## src/rtl/reaction_pkg.sv

```systemverilog
// Shared types and constants for the reaction-time trial sequencer.
package reaction_pkg;

    typedef enum logic [2:0] {
        ST_IDLE,
        ST_WAIT,
        ST_TIMING,
        ST_DONE,
        ST_EARLY,
        ST_LATE
    } state_t;

    localparam logic [15:0] LFSR_SEED = 16'hACE1;
    // Galois taps for x^16 + x^14 + x^13 + x^11 + 1, right-shifting form
    localparam logic [15:0] LFSR_TAPS = 16'hB400;
    localparam logic [15:0] BCD_MAX   = 16'h9999;

    typedef struct packed {
        logic time_clr;
        logic stim_led;
        logic busy;
        logic err_early;
        logic err_late;
        logic res_valid;
    } out_t;

    function automatic out_t moore_out(input state_t s);
        out_t o;
        o           = '0;
        o.time_clr  = (s == ST_IDLE) || (s == ST_WAIT) || (s == ST_EARLY) || (s == ST_LATE);
        o.stim_led  = (s == ST_TIMING);
        o.busy      = (s == ST_WAIT) || (s == ST_TIMING);
        o.err_early = (s == ST_EARLY);
        o.err_late  = (s == ST_LATE);
        o.res_valid = (s == ST_DONE);
        return o;
    endfunction

    function automatic logic [15:0] lfsr_next(input logic [15:0] v);
        return v[0] ? ((v >> 1) ^ LFSR_TAPS) : (v >> 1);
    endfunction

endpackage

```

## src/rtl/reaction_ctrl_ms_tick.sv

```systemverilog
// 1 ms prescaler: tick is high for the single cycle where the count is TICK_DIV-1.
module ms_tick #(
    parameter int unsigned TICK_DIV = 100000
) (
    input  logic clk,
    input  logic rst,
    input  logic restart,
    output logic tick
);

    localparam int unsigned CW = (TICK_DIV > 2) ? $clog2(TICK_DIV) : 1;
    localparam logic [CW-1:0] LAST = CW'(TICK_DIV - 1);

    logic [CW-1:0] count_q, count_d;
    logic          tick_q;

    always_comb begin
        count_d = (restart || (count_q == LAST)) ? '0 : count_q + CW'(1);
    end

    // tick is registered from the next count so it coincides with count == LAST
    always_ff @(posedge clk) begin
        if (rst) begin
            count_q <= '0;
            tick_q  <= 1'b0;
        end else begin
            count_q <= count_d;
            tick_q  <= (count_d == LAST);
        end
    end

    assign tick = tick_q;

endmodule

```

## src/rtl/reaction_ctrl.sv

```systemverilog
// Reaction trial sequencer: random hold-off, lit stimulus, result capture and best-time tracking.
module reaction_ctrl
    import reaction_pkg::*;
#(
    parameter int unsigned TICK_DIV   = 100000,
    parameter int unsigned RND_MIN_MS = 1000
) (
    input  logic        clk,
    input  logic        rst,
    input  logic        start,
    input  logic        rxn,
    input  logic        time_late,
    input  logic [3:0]  d0,
    input  logic [3:0]  d1,
    input  logic [3:0]  d2,
    input  logic [3:0]  d3,
    output logic        time_clr,
    output logic        time_en,
    output logic        stim_led,
    output logic        busy,
    output logic        err_early,
    output logic        err_late,
    output logic        res_valid,
    output logic [15:0] result,
    output logic [15:0] best
);

    localparam int unsigned HW = 13;

    state_t          state_q;
    out_t            out_q;
    logic            time_en_q;
    logic [15:0]     result_q, best_q;
    logic [HW-1:0]   hold_q;
    logic [15:0]     lfsr_q;
    logic            tick;
    logic            go_wait_c, expire_c, restart_c;
    logic [15:0]     digits_c;
    logic [HW-1:0]   holdoff_c;

    assign go_wait_c = start && (state_q != ST_WAIT) && (state_q != ST_TIMING);
    assign expire_c  = (state_q == ST_WAIT) && !rxn && tick && (hold_q == HW'(1));
    assign restart_c = go_wait_c || expire_c;
    assign digits_c  = {d3, d2, d1, d0};
    assign holdoff_c = HW'(RND_MIN_MS) + {2'b00, lfsr_q[10:0]};

    ms_tick #(.TICK_DIV(TICK_DIV)) u_tick (
        .clk     (clk),
        .rst     (rst),
        .restart (restart_c),
        .tick    (tick)
    );

    always_ff @(posedge clk) begin
        if (rst) begin
            state_q   <= ST_IDLE;
            out_q     <= moore_out(ST_IDLE);
            time_en_q <= 1'b0;
            result_q  <= 16'h0000;
            best_q    <= BCD_MAX;
            hold_q    <= '0;
            lfsr_q    <= LFSR_SEED;
        end else begin
            lfsr_q    <= lfsr_next(lfsr_q);
            // no count pulse on the edge that leaves TIMING, so DONE shows exactly result
            time_en_q <= tick && (state_q == ST_TIMING) && !rxn && !time_late;
            case (state_q)
                ST_WAIT: begin
                    if (rxn) begin
                        state_q <= ST_EARLY;
                        out_q   <= moore_out(ST_EARLY);
                    end else if (expire_c) begin
                        state_q <= ST_TIMING;
                        out_q   <= moore_out(ST_TIMING);
                    end else if (tick) begin
                        hold_q  <= hold_q - HW'(1);
                    end
                end
                ST_TIMING: begin
                    if (time_late) begin
                        state_q <= ST_LATE;
                        out_q   <= moore_out(ST_LATE);
                    end else if (rxn) begin
                        state_q  <= ST_DONE;
                        out_q    <= moore_out(ST_DONE);
                        result_q <= digits_c;
                        if (digits_c < best_q) begin
                            best_q <= digits_c;
                        end
                    end
                end
                default: begin
                    if (go_wait_c) begin
                        state_q <= ST_WAIT;
                        out_q   <= moore_out(ST_WAIT);
                        hold_q  <= holdoff_c;
                    end
                end
            endcase
        end
    end

    assign time_clr  = out_q.time_clr;
    assign stim_led  = out_q.stim_led;
    assign busy      = out_q.busy;
    assign err_early = out_q.err_early;
    assign err_late  = out_q.err_late;
    assign res_valid = out_q.res_valid;
    assign time_en   = time_en_q;
    assign result    = result_q;
    assign best      = best_q;

endmodule

```

## config.mk

```make
export PLATFORM = sky130hd
export DESIGN_NAME = reaction_ctrl
export DESIGN_NICKNAME = d
export VERILOG_FILES = /design/src/rtl/reaction_pkg.sv /design/src/rtl/reaction_ctrl_ms_tick.sv /design/src/rtl/reaction_ctrl.sv
export SDC_FILE = /design/constraint.sdc
export NUM_CORES = 1
export LEC_CHECK = 0
export BUFFER_PORTS_ARGS = -buffer_cell sky130_fd_sc_hd__buf_2
export CORE_MARGIN = 5
export CORE_UTILIZATION = 54
export CTS_BUF_LIST = sky130_fd_sc_hd__clkbuf_8
export DETAILED_ROUTE_END_ITERATION = 6
export GPL_TIMING_DRIVEN = 1
export HOLD_SLACK_MARGIN = 0.08
export PLACE_DENSITY = 0.86
export RECOVER_POWER = 100
export REMOVE_ABC_BUFFERS = 1
export SLEW_MARGIN = 20
export SYNTH_ARGS = -nofsm -noshare
export SYNTH_HDL_FRONTEND = slang
export SYNTH_SLANG_ARGS = --single-unit
```

## constraint.sdc

```tcl
create_clock -name clk -period 2.06 [get_ports clk]
set_input_delay 0.309 -clock clk [delete_from_list [all_inputs] [get_ports clk]]
set_output_delay 0.309 -clock clk [all_outputs]
set_load 0.02 [all_outputs]
```

==> metrics.txt, run 1 <==
synth unique cells=57; global-route usage over all layers=around 20%; dominant synthesized flop cell=dfxtp_1; Clock Latency Late Sink=approximately 0.35 ns; post-DP HPWL=7.173 mm; fin. max-slew vios=0; post-route setup slack=about 0.073 ns; Clock Root Buffer=clkbuf_8; CP Capture Type=register; pre-CTS setup slack=-0.07956 ns; DRT Pass-1 Iters=4; routed len/inst=14.73 um; worst path required time=roughly 2.3 ns; first-pass GRT wire length=~17 mm; fin nets=around 640; CTS Hold Bufs=0; clock tree buffer depth=2; max-cap viol count=0; 1st-iter DRT viols=just under 300; routed wire length=10.33 mm; outcome=completed; P_leak=around 2 nW; Final Hold Fails=0; Synth warnings=0; Period minus WS final=between 1.5 and 2 ns; routed vias=between 3000 and 4000; number of fill cells=612; Min-Delay Path Class=input pin to register; gp weighted congestion=~0.91; vias in the first global route=3716; Overflow after GRT=0; Yosys reg bits=just under 90; port bufs=59; Buf+Inv Stages, Crit Path=1; Syn Std Cell Area=between 4000 and 5000 um^2; # rows=32; drc violations=0; final core occ=66.31%; fraction of layout cells with a size suffix above 1=around 17%; clock slew at reported path FFs=approximately 0.090 ns; H-tree levels=3; Post-synth EDFFs=0; final setup fails=0; diode count=0; vias per cell=between 5 and 6; area of the core=a little under 8000 um^2; Cell Pwr Density=approximately 750 nW/um^2; clk_skew=approximately 0.012 ns; final worst-path cycle share=96.44%; fmax=a little over 0.5 GHz; VDD IR max=between 300 and 400 uV; largest net degree at the start of global routing=88; crit-path leading delay family=simple AND/OR/NAND/NOR gates; Area growth, synth to finish=17.99%; CP Launch Type=register; CTS tree=yes; critical path's largest stage delay=around 0.55 ns; cts bufs inserted=9; antenna violations before repair=0; die width=roughly 100 um; die span in y=between 100 and 150 um; Avg Cell Area, Syn=8.438 um^2; Initial Util=56.20%; post-synthesis cell count=520; Tightest Pin Transition=approximately 0.79 ns; RSZ-0062 raised after global routing=yes; critical path, cell by cell=inv_2 > ha_1 > nor4b_1 > and4b_2 > nand4b_1 > nand3_2 > or4_4 > nor3_2; register area share after synthesis=around two fifths; die area=10030 um^2; relative slew slack=between 40% and 50%; Arr. time, crit path=about 2.3 ns; WS Path Type=register to register; Routed Antenna Nets=0; Slowest-stage cell, CP=or4_4; io pins=60; CP max FO=4; Setup TNS=0 ns; total chip power=about 0.0039 W; async set-reset flop share out of synthesis=0%; clk sink count=approximately 90
-- report_power, final --
group	switching, W	internal, W
clock network	0.000592	0.000707
logic	0.000409	0.000301
registers	0.0000779	0.00180
total	0.00108	0.00281
-- what timing repair did --
item | in CTS | in global routing
setup endpoints to repair | 35 | 46
resized for setup | 7 | 20
pin swaps | 1 | 12
setup buffers | 0 | 4
-- flip-flops by register name (all words and copies together) (netlist names), 3 cells and up --
| name | cells |
|---|---|
| u_tick.count_q | 17 |
| best | 16 |
| lfsr_q | 16 |
| result | 16 |
| hold_q | 13 |
| state_q | 3 |
-- per-layer routing --
| metal | track usage [%] | up-vias | routed length, um |
|---|---|---|---|
| met4 | 6.114 | 0 | 151 |
| met2 | 34.15 | 130 | 4886 |
| met3 | 4.378 | 19 | 670 |
| li1 | - | 1945 | - |
| met5 | 0 | - | 0 |
| met1 | 26.69 | 1865 | 4620 |
-- Yosys cell counts, types with 13 or more instances --
library cell	count	area (um^2)
clkbuf_1	20	75.07
nor2_1	66	247.7
a21oi_1	40	200.2
mux2i_1	18	180.2
ha_1	19	237.7
nand2_1	54	202.7
xor2_1	13	113.9
inv_1	23	86.33
nand2b_1	22	137.6
dfxtp_1	89	1782
xnor2_1	13	113.9
nand3_1	13	65.06
-- tightest hold or removal path, stage by stage --
cell and delay, ns:
buf_2 0.12, nand2_1 0.05, a21oi_1 0.05
-- through the flow --
step	instance area, um^2	hold WS, ns	cells
2_1_floorplan	4260	0.3781	493
3_3_place_gp	4906	0.3951	682
3_5_place_dp	4906	0.4029	682
4_1_cts	5144	0.1989	697
5_1_grt	5177	0.2111	701
6_report	5177	0.2156	701
-- area by class of cell --
type	instances	area, um^2	area share (%)
multi-input combinational	381	2461	47.53
sequential	89	1793	34.63
timing repair buffer	91	491.7	9.497
clock buffer	10	137.6	2.658
tap	102	127.6	2.465
inverter	23	86.33	1.667
clock inverter	5	80.08	1.547
-- final timing paths --
kind / depth (start not counted) / to / startpoint / slack, ns
max: 8 / u_tick.tick$_SDFF_PP0_ / hold_q[1]$_SDFFE_PP0P_ / 0.07
min: 3 / result[9]$_SDFFE_PP0P_ / d2[1] / 0.22
max reg2reg: 8 / u_tick.tick$_SDFF_PP0_ / hold_q[1]$_SDFFE_PP0P_ / 0.07
min reg2reg: 1 / lfsr_q[11]$_SDFF_PP1_ / lfsr_q[12]$_SDFF_PP0_ / 0.42
-- cell usage in the layout, fill, tap and decap left out, types with 6 or more instances in the layout --
master / synthesis / final
o21ai_0: 7 / 9
nand2_1: 54 / 54
xnor2_1: 13 / 13
nor2b_1: 9 / 9
nand3_1: 13 / 12
buf_4: 2 / 25
nand4_1: 8 / 8
dfxtp_1: 89 / 80
inv_1: 23 / 22
buf_2: 3 / 19
ha_1: 19 / 17
dfxtp_2: 0 / 9
xor2_1: 13 / 13
o21ai_1: 9 / 7
nand2b_1: 22 / 22
nor3_1: 11 / 9
a31oi_1: 7 / 7
clkbuf_1: 20 / 43
or2_2: 6 / 6
a21oi_1: 40 / 39
nor2_1: 66 / 65
mux2i_1: 18 / 17
clkbuf_8: 0 / 10
-- cells by family (layout without fill, tap and decap cells) --
logic type / after synthesis / in the layout / synth area share, %
muxes: 18 / 18 / 4.106
buffers and inverters: 50 / 129 / 4.876
adders and majority gates: 19 / 19 / 5.418
AOI/OAI and AO/OA: 93 / 93 / 12.77
and+or+nand+nor: 225 / 225 / 27.03
DFF: 89 / 89 / 40.60
xor gates and xnor gates: 26 / 26 / 5.190
Power figures use the tool's default switching activity.
==> run 2: changes to the inputs <==
--- a/config.mk
+++ b/config.mk
@@ -12,9 +12,8 @@
 export DETAILED_ROUTE_END_ITERATION = 6
 export GPL_TIMING_DRIVEN = 1
 export HOLD_SLACK_MARGIN = 0.08
-export PLACE_DENSITY = 0.86
+export PLACE_DENSITY = 0.79
 export RECOVER_POWER = 100
-export REMOVE_ABC_BUFFERS = 1
 export SLEW_MARGIN = 20
 export SYNTH_ARGS = -nofsm -noshare
 export SYNTH_HDL_FRONTEND = slang
==> run 2 against run 1 <==
Against the previous run: flip-flop and latch count stayed put; register-to-register slack hardly changed; critical path depth is 1 lower; combinational power is 3% higher; highest routed layer unchanged.
==> metrics.txt, run 2 (same netlist as run 1, synthesis figures left out) <==
Initial Util=between 50% and 60%; fin area=between 5000 and 6000 um^2; final core occ=between 60% and 70%; Clk network pwr share=between 30% and 40%; routed vias=slightly below 4000; most frequent cells in the layout=77 x dfxtp_1, 65 x nor2_1, 54 x nand2_1; final worst-path cycle share=a little over nine tenths; CTS tree=yes; VDD IR max=between 400 and 500 uV; clock slew at reported path FFs=about 0.10 ns; outcome=completed; Top reg by flops=u_tick.count_q; H-tree levels=3; vias in the first global route=about 3700; WS Path Type=register to register; sw frac=between 20% and 30%; Cell Pwr Density=between 700 and 800 nW/um^2; clk sink count=89; die area=around 10000 um^2; final setup fails=0; die width=100.1 um; Hold Worst Slack=0.1991 ns; 1st-iter DRT viols=252; cts bufs inserted=9; fin. max-slew vios=0; relative slew slack=around 47%; Period minus WS final=1.992 ns; io pins=60; CP Launch Type=register; post-DP HPWL=between 7 and 8 mm; first-pass GRT wire length=between 15 and 20 mm; clock tree buffer depth=2; max-cap viol count=0; Seq pwr share=between 40% and 50%; antenna violations before repair=0; Net Sw Power=between 0.001 and 0.0015 W; area of placed instances=just under 5000 um^2; Tightest Pin Transition=just under 0.8 ns; Largest register FFs=17; Placed Cells=between 600 and 700; routed wire length=around 10 mm; port bufs=59; diode count=0; fmax=0.5021 GHz; P_leak=between 1.5 and 2 nW; CP max FO=6; vias per cell=about 5.6; area of the core=slightly below 8000 um^2; Overflow after GRT=0; Area growth, synth to finish=19.50%; gp weighted congestion=0.9296; non-filler instance count after layout=705; # rows=32; clk_skew=0.01183 ns; Final Hold Fails=0; largest net degree at the start of global routing=88; Min-Delay Path Class=input pin to register; fraction of layout cells with a size suffix above 1=19.24%; Routed Antenna Nets=0; global-route usage over all layers=about a fifth; routed len/inst=14.71 um; Clock Latency Late Sink=0.36 ns; die span in y=100.1 um; fin nets=638; DRT Pass-1 Iters=4; CP Capture Type=register; RSZ-0062 raised after global routing=yes; Clock Root Buffer=clkbuf_8; worst path required time=2.31 ns; cell internal pwr=about 0.0028 W; commonest non-fill, non-tap cell in the layout=dfxtp_1; Arr. time, crit path=between 2 and 2.5 ns; Comb power frac=between 10% and 20%; total chip power=around 0.0040 W; drc violations=0; Synth Net Count=560
## run 2: path summary, 6_finish.rpt
kind / end / start / depth (start not counted) / slack, ns
worst max-delay path: u_tick.count_q[5]$_SDFF_PP0_ / u_tick.count_q[1]$_SDFF_PP0_ / 7 / 0.07
worst min register to register: lfsr_q[11]$_SDFF_PP1_ / lfsr_q[12]$_SDFF_PP0_ / 1 / 0.44
worst min-delay path: result[10]$_SDFFE_PP0P_ / d2[2] / 3 / 0.20
worst max register to register: u_tick.count_q[5]$_SDFF_PP0_ / u_tick.count_q[1]$_SDFF_PP0_ / 7 / 0.07
## run 2: repair_timing
item	in CTS	in global routing
resized for setup	1	20
endpoints found under the setup margin	2	43
buffers inserted	0	4
pin swaps	3	11
hold buffers	0	0
## run 2: final cells by class
cell class | instances | area (um^2)
Clock buffer | 10 | 137.6
Tap cell | 102 | 127.6
Clock inverter | 6 | 90.09
Fill cell | 656 | 2564
Inverter | 23 | 86.33
Timing Repair Buffer | 94 | 505.5
Multi-Input combinational cell | 381 | 2490
Sequential cell | 89 | 1807
## run 2: worst max-delay path, stage by stage, from the launching register on
cell	delay [ns]
dfxtp_4	0.38
ha_4	0.15
nand4_4	0.11
or4_1	0.43
or4_4	0.44
nand3_4	0.12
clkbuf_2	0.18
nor2_1	0.07
## run 2: routing by layer
layer	GRT usage (%)	vias up	wire, um
met5	0	-	0
met4	7.358	0	221
met3	3.127	23	621
met2	31.91	115	4759
met1	28.15	1833	4769
li1	-	1949	-
## run 2: power groups by stage
stage / clock (W) / sequential, W / combinational (W)
2_1_floorplan: 0 / 0.00190 / 0.000435
3_3_place_gp: 0 / 0.00190 / 0.000667
3_5_place_dp: 0 / 0.00190 / 0.000681
4_1_cts: 0.00138 / 0.00187 / 0.000689
5_1_grt: 0.00145 / 0.00188 / 0.000807
6_report: 0.00135 / 0.00187 / 0.000729
## run 2: metrics by stage
step / setup TNS, ns / setup slack (ns)
6_report: 0 / 0.06833
5_1_grt: -0.1624 / -0.05250
2_1_floorplan: 0 / 0.003511
4_1_cts: 0 / 0.005770
3_5_place_dp: 0 / 0.01967
3_3_place_gp: 0 / 0.05033
==> run 3: changes to the inputs <==
--- a/config.mk
+++ b/config.mk
@@ -5,6 +5,7 @@
 export SDC_FILE = /design/constraint.sdc
 export NUM_CORES = 1
 export LEC_CHECK = 0
+export ABC_AREA = 1
 export BUFFER_PORTS_ARGS = -buffer_cell sky130_fd_sc_hd__buf_2
 export CORE_MARGIN = 5
 export CORE_UTILIZATION = 54
@@ -12,7 +13,7 @@
 export DETAILED_ROUTE_END_ITERATION = 6
 export GPL_TIMING_DRIVEN = 1
 export HOLD_SLACK_MARGIN = 0.08
-export PLACE_DENSITY = 0.79
+export PLACE_DENSITY = 0.78
 export RECOVER_POWER = 100
 export SLEW_MARGIN = 20
 export SYNTH_ARGS = -nofsm -noshare
==> run 3 against run 2 <==
Against the previous run: final area down 5.4%; wire length down 4.1%; critical path depth up 3.
==> metrics.txt, run 3 <==
outcome=completed; number of fill cells=770; fmax=around 0.53 GHz; Clock Root Buffer=clkbuf_8; worst path required time=around 2.3 ns; die span in y=between 100 and 150 um; vias per cell=~5.1; cts bufs inserted=9; cell taking the most area after synthesis=dfxtp_1; largest net degree at the start of global routing=40; port bufs=59; routed wire length=9.949 mm; WS Path Type=register to register; Tightest Pin Transition=about 1.2 ns; fin. max-slew vios=0; vias in the first global route=roughly 3900; final setup fails=0; routed len/inst=between 10 and 15 um; global-route usage over all layers=a little over 20%; Cell Pwr Density=749.8 nW/um^2; dominant synthesized flop cell=dfxtp_1; die width=100.9 um; drc violations=0; first-pass GRT wire length=roughly 17 mm; most frequent cell after synthesis=nand2_1; RSZ-0062 raised after global routing=no; most frequent cells in the layout=129 x nand2_1, 103 x nor2_1, 89 x dfxtp_1; Avg Cell Area, Syn=about 6.9 um^2; gp weighted congestion=approximately 0.85; Min-Delay Path Class=input pin to register; commonest non-fill, non-tap cell in the layout=nand2_1; fin nets=~740; fraction of layout cells with a size suffix above 1=8.192%; critical path, cell by cell=inv_1 > ha_1 > a21oi_1 > o21a_1 > nand2_2 > nor2_4 > buf_4 > nand3_1 > nand2_1 > nor2_1; P_leak=~2.3 nW; area of placed instances=~4800 um^2; CTS tree=yes; Initial Util=54.84%; Final Hold Fails=0; Top reg by flops=u_tick.count_q; post-CTS setup buffer count=0; post-DP HPWL=~7.6 mm; CTS Hold Bufs=0; # rows=33; Arr. time, crit path=2.14 ns; clock tree buffer depth=2; Post-CTS Resized=0; relative slew slack=approximately 17%; final worst-path cycle share=91.93%; fin area=just under 5000 um^2; io pins=60; Hold Worst Slack=around 0.23 ns; routed vias=between 4000 and 5000; clock slew at reported path FFs=around 0.080 ns; area of the core=roughly 8100 um^2; post-synthesis cell count=between 600 and 700; async set-reset flop share out of synthesis=0%; Setup TNS=0 ns; Post-synth EDFFs=0; clk_skew=just under 0.008 ns; clk sink count=around 90; Synth top area share=around two fifths; Area growth, synth to finish=11.25%; CP max FO=16; 1st-iter DRT viols=197; Period minus WS final=between 1.5 and 2 ns; Synth warnings=0; die area=slightly above 10000 um^2; H-tree levels=3; Slowest-stage cell, CP=dfxtp_1; max-cap viol count=0; Syn Std Cell Area=between 4000 and 5000 um^2; register area share after synthesis=roughly two fifths; Yosys reg bits=89; Overflow after GRT=0; synth unique cells=37; Clock Latency Late Sink=roughly 0.35 ns; Routed Antenna Nets=0; diode count=0; antenna violations before repair=0; VDD IR max=between 400 and 500 uV; Largest register FFs=17; most instantiated cells after synthesis=128 x nand2_1, 104 x nor2_1, 89 x dfxtp_1, 86 x inv_1, 62 x nand3_1; synth top area cells=dfxtp_1 40%, nand2_1 11%, nor2_1 8.8%; critical path's largest stage delay=0.35 ns; Synth Net Count=685; CP Launch Type=register; DRT Pass-1 Iters=4; CP Capture Type=register
run 3: kinds of logic (layout without fill, tap and decap cells):
group | Yosys count | after routing | share of synthesized area (%)
compound gates | 96 | 96 | 11.36
flops | 89 | 89 | 39.94
buf+inv | 110 | 173 | 10.18
xor+xnor | 4 | 4 | 0.7856
fa+ha+maj | 19 | 19 | 5.330
simple gates | 327 | 327 | 32.40
run 3: layer usage:
metal / GRT usage [%] / vias to the layer above / routed length, um
met1: 26.75 / 1837 / 4690
met4: 5.596 / 0 / 110
li1: - / 2186 / -
met5: 0 / - / 0
met3: 4.775 / 10 / 520
met2: 34.68 / 98 / 4628
run 3: worst max-delay path, delay by kind of cell, from the launching register on:
kind	cells	cell delay [ns]
adders and majority gates	1	0.30
buffers and inverters	2	0.31
AOI/OAI and AO/OA	2	0.30
and+or+nand+nor	5	0.52
DFF	1	0.35
run 3: worst paths after layout:
path              slack, ns  depth (start not counted)                   from                      end
hold reg to reg        0.42                          1  lfsr_q[12]$_SDFF_PP0_    lfsr_q[11]$_SDFF_PP1_
setup reg to reg       0.17                         10  best[15]$_SDFFE_PP1P_    best[14]$_SDFFE_PP0P_
setup / recovery       0.17                         10  best[15]$_SDFFE_PP1P_    best[14]$_SDFFE_PP0P_
hold / removal         0.23                          3                  d2[3]  result[11]$_SDFFE_PP0P_
run 3: power by group:
part / switching, W / internal [W]
Combinational: 0.000458 / 0.000230
Clock: 0.000599 / 0.000560
Sequential: 0.0000700 / 0.00180
run 3: layout make-up:
class | instances | area (um^2) | share of cell area, %
clock buffers | 9 | 123.9 | 2.496
clock inverters | 6 | 68.82 | 1.387
inverters | 90 | 337.8 | 6.808
multi-input cells | 446 | 2220 | 44.73
flip-flops and latches | 89 | 1782 | 35.91
well taps | 105 | 131.4 | 2.648
repair buffers | 68 | 299.0 | 6.026
run 3: per-stage QoR:
stage                     power [W]  utilization (%)  std cells  worst slack (ns)
final                      0.003721            61.01        813            0.1663
after global routing       0.003952            61.01        813           0.02938
after CTS                  0.003768            61.85        813            0.1901
after detailed placement   0.002606            59.48        798            0.1332
after global placement     0.002582            59.48        798            0.2223
after floorplan            0.002441                -        645            0.3307
